<file path="src/rtl/led_seq_ctrl.sv">
// ============================================================================
// led_seq_ctrl
//
// Purpose:
//   Sequencing controller for an LED pattern engine. A free-running prescaler
//   produces STEP pulses whose period is set by the SPEED index. Three
//   debounced request pulses change the direction (MODE_REQ) and the speed
//   (SPEED_REQ), and toggle run/pause (PAUSE_REQ). A direction change also
//   sends the pattern engine back to position 0 through POSCLR.
//
// Parameters:
//   PRESC_W  prescaler width in bits (4..32). At SPEED = s the step period
//            is 2^(PRESC_W - s) cycles.
//   SWEEPS   complete sweeps per automatic direction advance (1..15). It is
//            only used when the auto-cycle feature is compiled in.
//
// Ports:
//   CLK        in   1  system clock; all state changes on its rising edge
//   RST        in   1  synchronous active-high reset
//   MODE_REQ   in   1  single-cycle pulse: advance direction 0->1->2->0
//   SPEED_REQ  in   1  single-cycle pulse: advance speed 0->1->2->3->0
//   PAUSE_REQ  in   1  single-cycle pulse: toggle run/pause
//   STEP       out  1  single-cycle pulse: advance the pattern one position
//   POSCLR     out  1  single-cycle pulse: return the pattern to position 0
//   DIR        out  2  0 = BOTH (6 steps/sweep), 1 = L2R, 2 = R2L (4 steps)
//   SPEED      out  2  speed index, 0 = slowest, 3 = fastest
//   RUN        out  1  1 = running, 0 = paused
//
// Configuration:
//   LED_SEQ_AUTO_CYCLE_EN  when defined, STEP pulses are counted into sweeps
//                          and the direction advances by itself after SWEEPS
//                          complete sweeps. When undefined, the step and
//                          sweep counters are not built and DIR only changes
//                          on MODE_REQ or RST.
//
// FSM states:
//   state    | meaning
//   ---------+---------------------------------------------------------------
//   ST_RUN   | prescaler counts, STEP pulses are issued
//   ST_PAUSE | prescaler and sweep counters hold, STEP stays low
// ============================================================================
module led_seq_ctrl #(
    parameter int PRESC_W = 25,
    parameter int SWEEPS  = 4
) (
    input  logic       CLK,
    input  logic       RST,
    input  logic       MODE_REQ,
    input  logic       SPEED_REQ,
    input  logic       PAUSE_REQ,
    output logic       STEP,
    output logic       POSCLR,
    output logic [1:0] DIR,
    output logic [1:0] SPEED,
    output logic       RUN
);

    typedef enum logic {
        ST_PAUSE = 1'b0,
        ST_RUN   = 1'b1
    } state_t;

    localparam logic [PRESC_W-1:0] PRESC_ONES = '1;

    state_t             state;
    state_t             state_nxt;
    logic [PRESC_W-1:0] presc_q;
    logic [PRESC_W-1:0] presc_nxt;
    logic [PRESC_W-1:0] tc_mask;
    logic               step_tc;
    logic               any_req;
    logic               auto_adv;
    logic               advance;
    logic               step_nxt;
    logic               posclr_nxt;
    logic [1:0]         dir_nxt;
    logic [1:0]         speed_nxt;

    // Terminal condition: the low (PRESC_W - SPEED) bits are all ones.
    assign tc_mask = PRESC_ONES >> SPEED;
    assign step_tc = ((presc_q & tc_mask) == tc_mask);

    assign any_req = MODE_REQ | SPEED_REQ | PAUSE_REQ;

    // A manual request and an automatic advance landing together still move
    // DIR by exactly one position.
    assign advance = MODE_REQ | auto_adv;

    assign RUN = (state == ST_RUN);

    always_ff @(posedge CLK) begin
        if (RST) begin
            state   <= ST_RUN;
            presc_q <= '0;
            STEP    <= 1'b0;
            POSCLR  <= 1'b0;
            DIR     <= 2'd0;
            SPEED   <= 2'd0;
        end else begin
            state   <= state_nxt;
            presc_q <= presc_nxt;
            STEP    <= step_nxt;
            POSCLR  <= posclr_nxt;
            DIR     <= dir_nxt;
            SPEED   <= speed_nxt;
        end
    end

    always_comb begin
        state_nxt  = state;
        presc_nxt  = presc_q;
        dir_nxt    = DIR;
        speed_nxt  = SPEED;
        posclr_nxt = 1'b0;
        step_nxt   = 1'b0;

        if (PAUSE_REQ) begin
            state_nxt = (state == ST_RUN) ? ST_PAUSE : ST_RUN;
        end

        if (advance) begin
            posclr_nxt = 1'b1;
            case (DIR)
                2'd0:    dir_nxt = 2'd1;
                2'd1:    dir_nxt = 2'd2;
                default: dir_nxt = 2'd0;
            endcase
        end

        if (SPEED_REQ) begin
            speed_nxt = SPEED + 2'd1;
        end

        // Clearing wins over holding, so a request made while paused still
        // restarts the step interval from zero.
        if (advance || SPEED_REQ) begin
            presc_nxt = '0;
        end else if (state == ST_RUN) begin
            presc_nxt = presc_q + PRESC_W'(1);
        end

        // Any request in the terminal cycle swallows that step; a pending
        // POSCLR always beats a STEP.
        step_nxt = (state == ST_RUN) && step_tc && !any_req && !advance;
    end

`ifdef LED_SEQ_AUTO_CYCLE_EN
    logic [2:0] step_cnt;
    logic [3:0] sweep_cnt;
    logic [2:0] sweep_last;

    assign sweep_last = (DIR == 2'd0) ? 3'd5 : 3'd3;

    // The sweep that reaches SWEEPS is acted on in the following cycle, so
    // the final STEP of the last sweep is issued before POSCLR.
    assign auto_adv = (state == ST_RUN) && (sweep_cnt == 4'(SWEEPS));

    always_ff @(posedge CLK) begin
        if (RST) begin
            step_cnt  <= '0;
            sweep_cnt <= '0;
        end else if (advance) begin
            step_cnt  <= '0;
            sweep_cnt <= '0;
        end else if (step_nxt) begin
            if (step_cnt == sweep_last) begin
                step_cnt  <= '0;
                sweep_cnt <= sweep_cnt + 4'd1;
            end else begin
                step_cnt  <= step_cnt + 3'd1;
            end
        end
    end
`else
    assign auto_adv = 1'b0;
`endif

endmodule
</file>
<file path="config.mk">
export PLATFORM = sky130hd
export DESIGN_NAME = led_seq_ctrl
export DESIGN_NICKNAME = d
export VERILOG_FILES = /design/src/rtl/led_seq_ctrl.sv
export SDC_FILE = /design/constraint.sdc
export NUM_CORES = 1
export LEC_CHECK = 0
export BUFFER_PORTS_ARGS = -buffer_cell sky130_fd_sc_hd__buf_2
export CAP_MARGIN = 20
export CORE_MARGIN = 2
export CORE_UTILIZATION = 25
export CTS_BUF_LIST = sky130_fd_sc_hd__clkbuf_2
export DETAILED_ROUTE_END_ITERATION = 10
export GPL_TIMING_DRIVEN = 0
export SLEW_MARGIN = 30
export SYNTH_ARGS = -nofsm -noshare
export SYNTH_HDL_FRONTEND = slang
export SYNTH_SLANG_ARGS = --single-unit
</file>
<file path="constraint.sdc">
create_clock -name CLK -period 3.5 [get_ports CLK]
set_clock_uncertainty 0.15 [all_clocks]
set_input_delay 0.35 -clock CLK [delete_from_list [all_inputs] [get_ports CLK]]
set_output_delay 0.35 -clock CLK [all_outputs]
set_load 0.01 [all_outputs]
</file>
==> out/qor.csv, run 1 <==
metric,value,unit
final_cell_area,0.00170,mm^2
start_kind,flop,
rsz0062_at_grt,no,
clock-sinks,32,
postRouteWirelength,2860,um
finalWeightedCongestion,0.773,
slew_violations,0,
relSlewSlack,59.3,%
syn_to_final_growth,14.6,%
synth.avg_cell_area,8.90,um^2
nNetsFinal,193,
syn_area,0.00149,mm^2
vias,1252,
final_cells,261,
synth.top_cell.area_share,43.1,%
finalSetupTns,0,ns
vias_per_cell,4.80,
p_comb_share,5.6,%
worstMarginPinSlew,0.605,ns
placed_cells,253,
power_frac_seq,55.8,%
clock_latency,0.40,ns
final_common_cell,dfxtp_1,
power.density,396,mW/mm^2
synth_ff_type,dfxtp_1,
grt_pass1_vias,1118,
endpoint,presc_q[23],
synth.distinct_cells,37,
dp_hpwl,2030,um
ir_drop,0.000254,V
drv_cap,0,
min_from,RST,
track_usage,9.64,%
cp-startpoint,presc_q[16],
dr.pass1.iters,4,
cts_max_level,2,
power,674,uW
fillers,656,
cts_setup_buffers,0,
p_sw,166,uW
wl_per_cell,11.0,um
cts_resized,0,
syn_nets,175,
layout_common_cells,"dfxtp_1, nor2_1, buf_2, nand2_1, a21oi_1",
drc,0,
start_util,25.6,%
placed_cell_area,0.00164,mm^2
synthCells,167,
port_buffers,11,
min_period_over_period,57.0,%
overflow,0,
ys_warn_count,0,
clk_pin_slew_worst_paths,0.20,ns
worstPathMaxFanout,8,
die-area,0.00658,mm^2
hold_buffers,0,
switching_share,24.7,%
outcome,"complete, no violations",
dieHeight,81.1,um
p_leak,0.599,nW
reg2reg_depth,4,
hold_viol,0,
ys_top_cells_by_area,"dfxtp_1, nor2_1, xor2_1",
p_int,507,uW
cts_tree,done,
grt_antenna_before_repair,0,
grt_pass1_wl,4930,um
ys_ff_latch,32,
worstPathArrival,2.19,ns
fin_util,29.3,%
antenna_left,0,
drive_gt1_share,16.1,%
p_clk_share,38.6,%
r2r_end,presc_q[23],
synth_edf_count,0,
yosys.area.top_type,dfxtp_1,
setup_viol,0,
die_width,81.1,um
worstSetupPathType,flop to flop,
drt_iter0_drc,69,
grt_max_degree,12,
cp.required,3.70,ns
cts_root_buf,clkbuf_2,
hold_class,primary input to flop,
core,0.00582,mm^2
ioPinCount,12,
rows,28,
cp-end-kind,flop,
finalCriticalPeriod,2.00,ns
diodes,0,
ys_seq_area_share,43.1,%
ctsLongestPathBuffers,2,
r2r-start,presc_q[16],
synthArstFlopShare,0,%
cts_buffers,5,
r2r_slack,1.50,ns
clock.fmax,501,MHz
registers in the layout (all words and copies together) (netlist names):
signal / count
DIR: 2
STEP: 1
POSCLR: 1
SPEED: 2
RUN: 1
presc_q: 25
per-layer routing:
layer  up-vias  track usage (%)  wire length, um
met4         0             4.58               55
met3         7             2.67               89
li1        641                -                -
met5         -                0                0
met2        12             14.1             1290
met1       592             13.0             1430
stage by stage:
| step | worst slack (ns) | hold slack (ns) |
|---|---|---|
| after floorplan | 1.72 | 0.267 |
| after CTS | 1.51 | 0.0121 |
| final | 1.50 | 0.0204 |
| after global routing | 1.30 | 0.0260 |
| after global placement | 1.51 | 0.325 |
| after detailed placement | 1.53 | 0.329 |
power groups by stage:
stage	clock network (mW)	logic, mW	registers (mW)
finish	0.260	0.0379	0.376
global route	0.282	0.0432	0.377
CTS	0.266	0.0389	0.376
detailed placement	0	0.0387	0.384
global placement	0	0.0381	0.384
floorplan	0	0.0216	0.386
kinds of logic (layout without fill, tap and decap cells):
logic type	count (synthesis)	after routing	share of synthesized area, %
and+or+nand+nor	76	76	29.1
adders and majority gates	3	3	2.53
xor gates and xnor gates	13	13	7.66
DFF	32	32	43.1
muxes	2	2	1.35
AOI/OAI and AO/OA	27	27	10.9
buffers and inverters	14	33	5.30
area by class of cell:
| cell class | instances | area, um^2 | share of cell area [%] |
|---|---|---|---|
| multi-input combinational | 121 | 767 | 45.0 |
| buffer | 9 | 60.1 | 3.53 |
| inverter | 5 | 18.8 | 1.10 |
| sequential | 32 | 641 | 37.6 |
| clock inverter | 3 | 42.5 | 2.50 |
| clock buffer | 5 | 25.0 | 1.47 |
| tap | 75 | 93.8 | 5.51 |
| timing repair buffer | 11 | 55.1 | 3.23 |
worst min path at each step:
stage,endpoint,slack (ns),depth (start not counted)
after CTS,DIR[1],0.01,2
after detailed placement,DIR[1],0.33,2
final,DIR[1],0.02,2
after global placement,DIR[1],0.32,2
after global routing,POSCLR,0.03,2
after floorplan,POSCLR,0.27,1
worst max-delay path: stages (launching register included):
cell     delay (ns)
dfxtp_1        0.47
nand4_1        0.19
nor4_1         0.59
or4b_1         0.48
o21ai_0        0.08
Yosys cell counts, types with 3 or more instances:
library cell and instances:
and4_1 3, a21oi_1 11, xor2_1 8, ha_1 3, and3_1 3, dfxtp_1 32
nand3_1 8, nand4_1 7, o21ai_0 6, or3_1 3, nor2_1 19, or4_1 7
inv_1 5, o31ai_1 5, xnor2_1 5, nand2_1 12
No activity file was read; power rests on OpenSTA's default activity.
==> inputs of run 2 (changes only) <==
--- a/config.mk
+++ b/config.mk
@@ -5,6 +5,7 @@
 export SDC_FILE = /design/constraint.sdc
 export NUM_CORES = 1
 export LEC_CHECK = 0
+export ABC_AREA = 1
 export BUFFER_PORTS_ARGS = -buffer_cell sky130_fd_sc_hd__buf_2
 export CAP_MARGIN = 20
 export CORE_MARGIN = 2
==> constraint.sdc (replaced) <==
create_clock -name CLK -period 2.06 [get_ports CLK]
set_clock_uncertainty 0.15 [all_clocks]
set_input_delay 0.206 -clock CLK [delete_from_list [all_inputs] [get_ports CLK]]
set_output_delay 0.206 -clock CLK [all_outputs]
set_load 0.01 [all_outputs]
==> out/qor.csv, run 2 <==
metric,value,unit
drc,0,
syn_nets,237,
endpoint,presc_q[14],
ctsLongestPathBuffers,2,
synth_xor_area_share,0.542,%
ys_warn_count,0,
ys_ff_latch,32,
yosys.area.top_type,dfxtp_1,
synthCells,229,
switching_share,26.2,%
rows,29,
setup_viol,0,
final_common_cell,nand2_1,
grt_antenna_before_repair,0,
met1_usage,12.9,%
worstPathMaxFanout,5,
wl_per_cell,10.0,um
synthArstFlopShare,0,%
die-area,0.00713,mm^2
vias,1447,
largest_reg_flops,25,
worstPathArrival,1.77,ns
ioPinCount,12,
r2r_end,presc_q[14],
hold_viol,0,
worstSetupPathType,flop to flop,
relSlewSlack,81.8,%
slew_violations,0,
cts_tree,done,
p_sw,261,uW
grt_pass1_vias,1349,
cts_setup_buffers,0,
clock-sinks,32,
vias_per_cell,4.38,
grt_max_degree,11,
cp-startpoint,presc_q[0],
grt_pass1_wl,5820,um
ir_drop,0.000311,V
hold_class,flop to flop,
fillers,716,
syn_area,0.00162,mm^2
syn_to_final_growth,14.9,%
fin_ws,0.405,ns
p_int,736,uW
die_width,84.4,um
core,0.00631,mm^2
outcome,"complete, no violations",
power.density,537,mW/mm^2
nNetsFinal,260,
reg2reg_depth,6,
finalSetupTns,0,ns
drive_gt1_share,17.8,%
p_clk_share,29.1,%
r2r_slack,0.40,ns
busiest_layer,met2,
synth.top_cell.area_share,39.6,%
cp.required,2.18,ns
use_met3,3.24,%
power_frac_seq,63.8,%
finalCriticalPeriod,1.66,ns
synth-simple-area-share,37.2,%
ys_top_cells_by_area,"dfxtp_1, nand2_1, nor2_1",
r2r-start,presc_q[0],
synth.most_common_cell,nand2_1,
min_period_over_period,80.3,%
port_buffers,11,
dieHeight,84.4,um
yosys-top-cells-count,"nand2_1, nor2_1, dfxtp_1, inv_1, a21oi_1",
worstMarginPinSlew,0.273,ns
clock_latency,0.37,ns
synth_compound_area_share,12.9,%
use_met2,16.5,%
ys_seq_area_share,39.6,%
postRouteWirelength,3300,um
cts_buffers,5,
p_comb_share,7.1,%
synth_fa_ha_area_share,2.32,%
synth_top_family_by_area,simple AND/OR/NAND/NOR gates,
synth.avg_cell_area,7.06,um^2
synth_edf_count,0,
drv_cap,0,
overflow,0,
largest-register,presc_q,
cp-end-kind,flop,
clock.fmax,604,MHz
layout_common_cells,"nand2_1, nor2_1, dfxtp_1, inv_1, a21oi_1",
antenna_left,0,
drt_iter0_drc,84,
dp_hpwl,2500,um
muxShareOfSynthArea,0,%
hold_depth,2,
rsz0062_at_grt,no,
whs,0.324,ns
finalWeightedCongestion,0.783,
track_usage,10.1,%
start_kind,flop,
diodes,0,
top_regs,"presc_q: 25 flops, DIR: 2 flops, SPEED: 2 flops",
cts_root_buf,clkbuf_2,
synth.distinct_cells,28,
clk_pin_slew_worst_paths,0.17,ns
pre_cts_ws,0.427,ns
start_util,25.6,%
p_leak,0.639,nW
dr.pass1.iters,4,
cts_max_level,2,
synth_ff_type,dfxtp_1,
## run 2: cell types whose count changed after synthesis, sizes merged, moves of 5 or more
cell,change
nand2,+39
nor2,+32
inv,+22
a21oi,+9
xor2,-8
or4,-7
o21ai,+6
nand3,+5
o31ai,-5
## run 2: worst max-delay path, stage by stage, from the launching register on
cell and delay [ns]:
dfxtp_1 0.44, ha_1 0.24, nand3_1 0.16, nor2_4 0.19, nand3_2 0.12, o21ai_0 0.19
a21oi_1 0.06
## run 2: power by group through the flow
stage               logic [mW]  registers [mW]  clock network [mW]
finish                  0.0707           0.636               0.290
global route            0.0808           0.638               0.334
CTS                     0.0712           0.637               0.306
detailed placement      0.0638           0.650                   0
global placement        0.0633           0.649                   0
floorplan               0.0365           0.653                   0
## run 2: kinds of logic (layout without fill, tap and decap cells)
| family | after synthesis | in the layout |
|---|---|---|
| AOI/OAI and AO/OA | 38 | 38 |
| buffers and inverters | 30 | 54 |
| and+or+nand+nor | 125 | 125 |
| adders and majority gates | 3 | 3 |
| DFF | 32 | 32 |
| xor gates and xnor gates | 1 | 1 |
## run 2: metrics by stage
step | cell area (um^2) | power, mW | util (%) | instances
CTS | 1860 | 1.01 | 29.4 | 330
detailed placement | 1770 | 0.713 | 28.0 | 317
global route | 1860 | 1.05 | 29.4 | 330
finish | 1860 | 0.997 | 29.4 | 330
floorplan | 1620 | 0.690 | - | 229
global placement | 1770 | 0.712 | 28.0 | 317
## run 2: layer usage
layer | vias to the layer above | routed length [um]
met3 | 5 | 125
met4 | 0 | 46
li1 | 782 | -
met2 | 20 | 1510
met5 | - | 0
met1 | 640 | 1610
## run 2: how the worst min path moves through the flow
stage                start  slack (ns)  endpoint
finish              DIR[1]        0.32    DIR[1]
global route        DIR[1]        0.37    DIR[1]
CTS                 DIR[1]        0.33    DIR[1]
detailed placement     RST        0.27    POSCLR
global placement       RST        0.25    POSCLR
floorplan              RST        0.13    POSCLR
## run 2: final cells by class
class                           instances  area, um^2  area share [%]
Buffer                                  2        15.0           0.809
Clock buffer                            5        25.0            1.35
Clock inverter                          3        13.8           0.741
Inverter                               28         105            5.66
Multi-Input combinational cell        167         856            46.1
Sequential cell                        32         641            34.5
Tap cell                               77        96.3            5.19
Timing Repair Buffer                   16         105            5.66
## run 2: what timing repair did
item                      4_1_cts  5_1_grt
resized for setup               0        0
hold buffers                    5        0
hold endpoints to repair        7        0
==> inputs of run 3 (changes only) <==
--- a/config.mk
+++ b/config.mk
@@ -5,7 +5,7 @@
 export SDC_FILE = /design/constraint.sdc
 export NUM_CORES = 1
 export LEC_CHECK = 0
-export ABC_AREA = 1
+export ABC_AREA = 0
 export BUFFER_PORTS_ARGS = -buffer_cell sky130_fd_sc_hd__buf_2
 export CAP_MARGIN = 20
 export CORE_MARGIN = 2
==> constraint.sdc (replaced) <==
create_clock -name CLK -period 1.65 [get_ports CLK]
set_clock_uncertainty 0.15 [all_clocks]
set_input_delay 0.165 -clock CLK [delete_from_list [all_inputs] [get_ports CLK]]
set_output_delay 0.165 -clock CLK [all_outputs]
set_load 0.01 [all_outputs]
==> out/qor.csv, run 3 (synthesized netlist as in run 1, its figures left out) <==
metric,value,unit
outcome,"complete, but fails checks",
grt_pass1_vias,1257,
postRouteWirelength,3560,um
hold_depth,4,
die-area,0.00658,mm^2
p_sw,363,uW
fin_ws,-0.0628,ns
fillers,606,
grt_max_degree,12,
dieHeight,81.1,um
setup_viol,2,
antenna_left,0,
min_period_over_period,104,%
largest-register,presc_q,
ctsLongestPathBuffers,2,
cts_root_buf,clkbuf_2,
start_kind,flop,
cp_num_cells,4,
worstSetupPathType,flop to flop,
rsz0062_at_grt,yes,
p_int,1.09,mW
vias_per_cell,4.81,
ir_drop,0.000584,V
layout_common_cells,"buf_4, nor2_1, dfxtp_2, buf_2, nand2_1",
grt_antenna_before_repair,0,
critical-path-slowest-cell,or4b_4,
syn_to_final_growth,46.0,%
drc,0,
power_frac_seq,54.9,%
hold_class,primary input to flop,
reg2reg_depth,4,
top_regs,"presc_q: 25 flops, DIR: 2 flops, SPEED: 2 flops",
clock-sinks,32,
cts_tree,done,
port_buffers,11,
worstPathArrival,1.90,ns
p_leak,0.803,nW
placed_cells,253,
power,1.45,mW
core,0.00582,mm^2
hold_viol,0,
p_clk_share,38.1,%
whs,0.152,ns
slew_violations,0,
switching_share,25.1,%
vias,1395,
final_common_cell,buf_4,
ioPinCount,12,
finalCriticalPeriod,1.71,ns
dp_hpwl,2060,um
dr.pass1.iters,4,
cp-end-kind,flop,
final_cells,290,
rows,28,
diodes,0,
cts_buffers,5,
drt_iter0_drc,72,
cp.required,1.84,ns
crit_buf_inv,0,
die_width,81.1,um
drive_gt1_share,47.0,%
overflow,0,
worstPathMaxFanout,8,
p_comb_share,7.0,%
worstPathCellList,nand4_1 -> nor4_4 -> or4b_4 -> o21ai_2,
track_usage,11.5,%
relSlewSlack,70.3,%
clock_latency,0.41,ns
worstMarginPinSlew,0.445,ns
grt_pass1_wl,5870,um
drv_cap,0,
finalWeightedCongestion,0.743,
largest_reg_flops,25,
wl_per_cell,12.3,um
nNetsFinal,222,
max_stage_delay,0.51,ns
clk_pin_slew_worst_paths,0.21,ns
power.density,668,mW/mm^2
cts_max_level,2,
start_util,25.6,%
crit_family,simple AND/OR/NAND/NOR gates,
violations,negative setup slack,
clock.fmax,584,MHz
-- run 3: final timing paths --
check,from,end,slack [ns]
min reg2reg,presc_q[11],presc_q[11],0.34
max,presc_q[16],presc_q[23],-0.06
max reg2reg,presc_q[16],presc_q[23],-0.06
min,RST,presc_q[22],0.15
-- run 3: power groups by stage --
stage               Combinational [mW]  Clock, mW  Sequential (mW)
floorplan                       0.0489          0            0.820
global placement                0.0844          0            0.815
detailed placement              0.0851          0            0.816
CTS                             0.0904      0.565            0.801
global route                     0.114      0.608            0.799
finish                           0.101      0.552            0.796
-- run 3: area by class of cell --
cell class	instances	area, um^2	share of cell area, %
inverters	5	18.8	0.865
multi-input cells	121	932	43.0
flip-flops and latches	32	682	31.4
well taps	75	93.8	4.33
clock buffers	5	25.0	1.15
clock inverters	3	42.5	1.96
repair buffers	42	309	14.2
plain buffers	7	66.3	3.06
-- run 3: repair_timing --
item | 4_1_cts | 5_1_grt
hold buffers | 7 | 0
hold endpoints to repair | 10 | 0
resized for setup | 16 | 38
pin swaps | 8 | 8
setup endpoints to repair | 11 | 13
setup buffers | 16 | 8
-- run 3: metrics by stage --
stage / setup TNS (ns) / cell area, um^2 / setup WS, ns / utilization [%]
6_report: -0.0995 / 2170 / -0.0628 / 37.3
5_1_grt: -0.823 / 2170 / -0.133 / 37.3
4_1_cts: -0.129 / 1980 / -0.0695 / 34.1
3_5_place_dp: -0.782 / 1700 / -0.165 / 29.3
3_3_place_gp: -0.563 / 1700 / -0.147 / 29.3
2_1_floorplan: 0 / 1550 / 0.00102 / -
-- run 3: worst min-delay path, stage by stage --
cell	delay [ns]
buf_2	0.09
or3_1	0.09
clkbuf_1	0.31
a21oi_2	0.05
-- run 3: metal layers --
metal	up-vias	track usage, %	wire length (um)
li1	699	-	-
met1	669	15.0	1670
met2	21	17.8	1720
met3	6	3.56	121
met4	0	4.58	50
met5	-	0	0
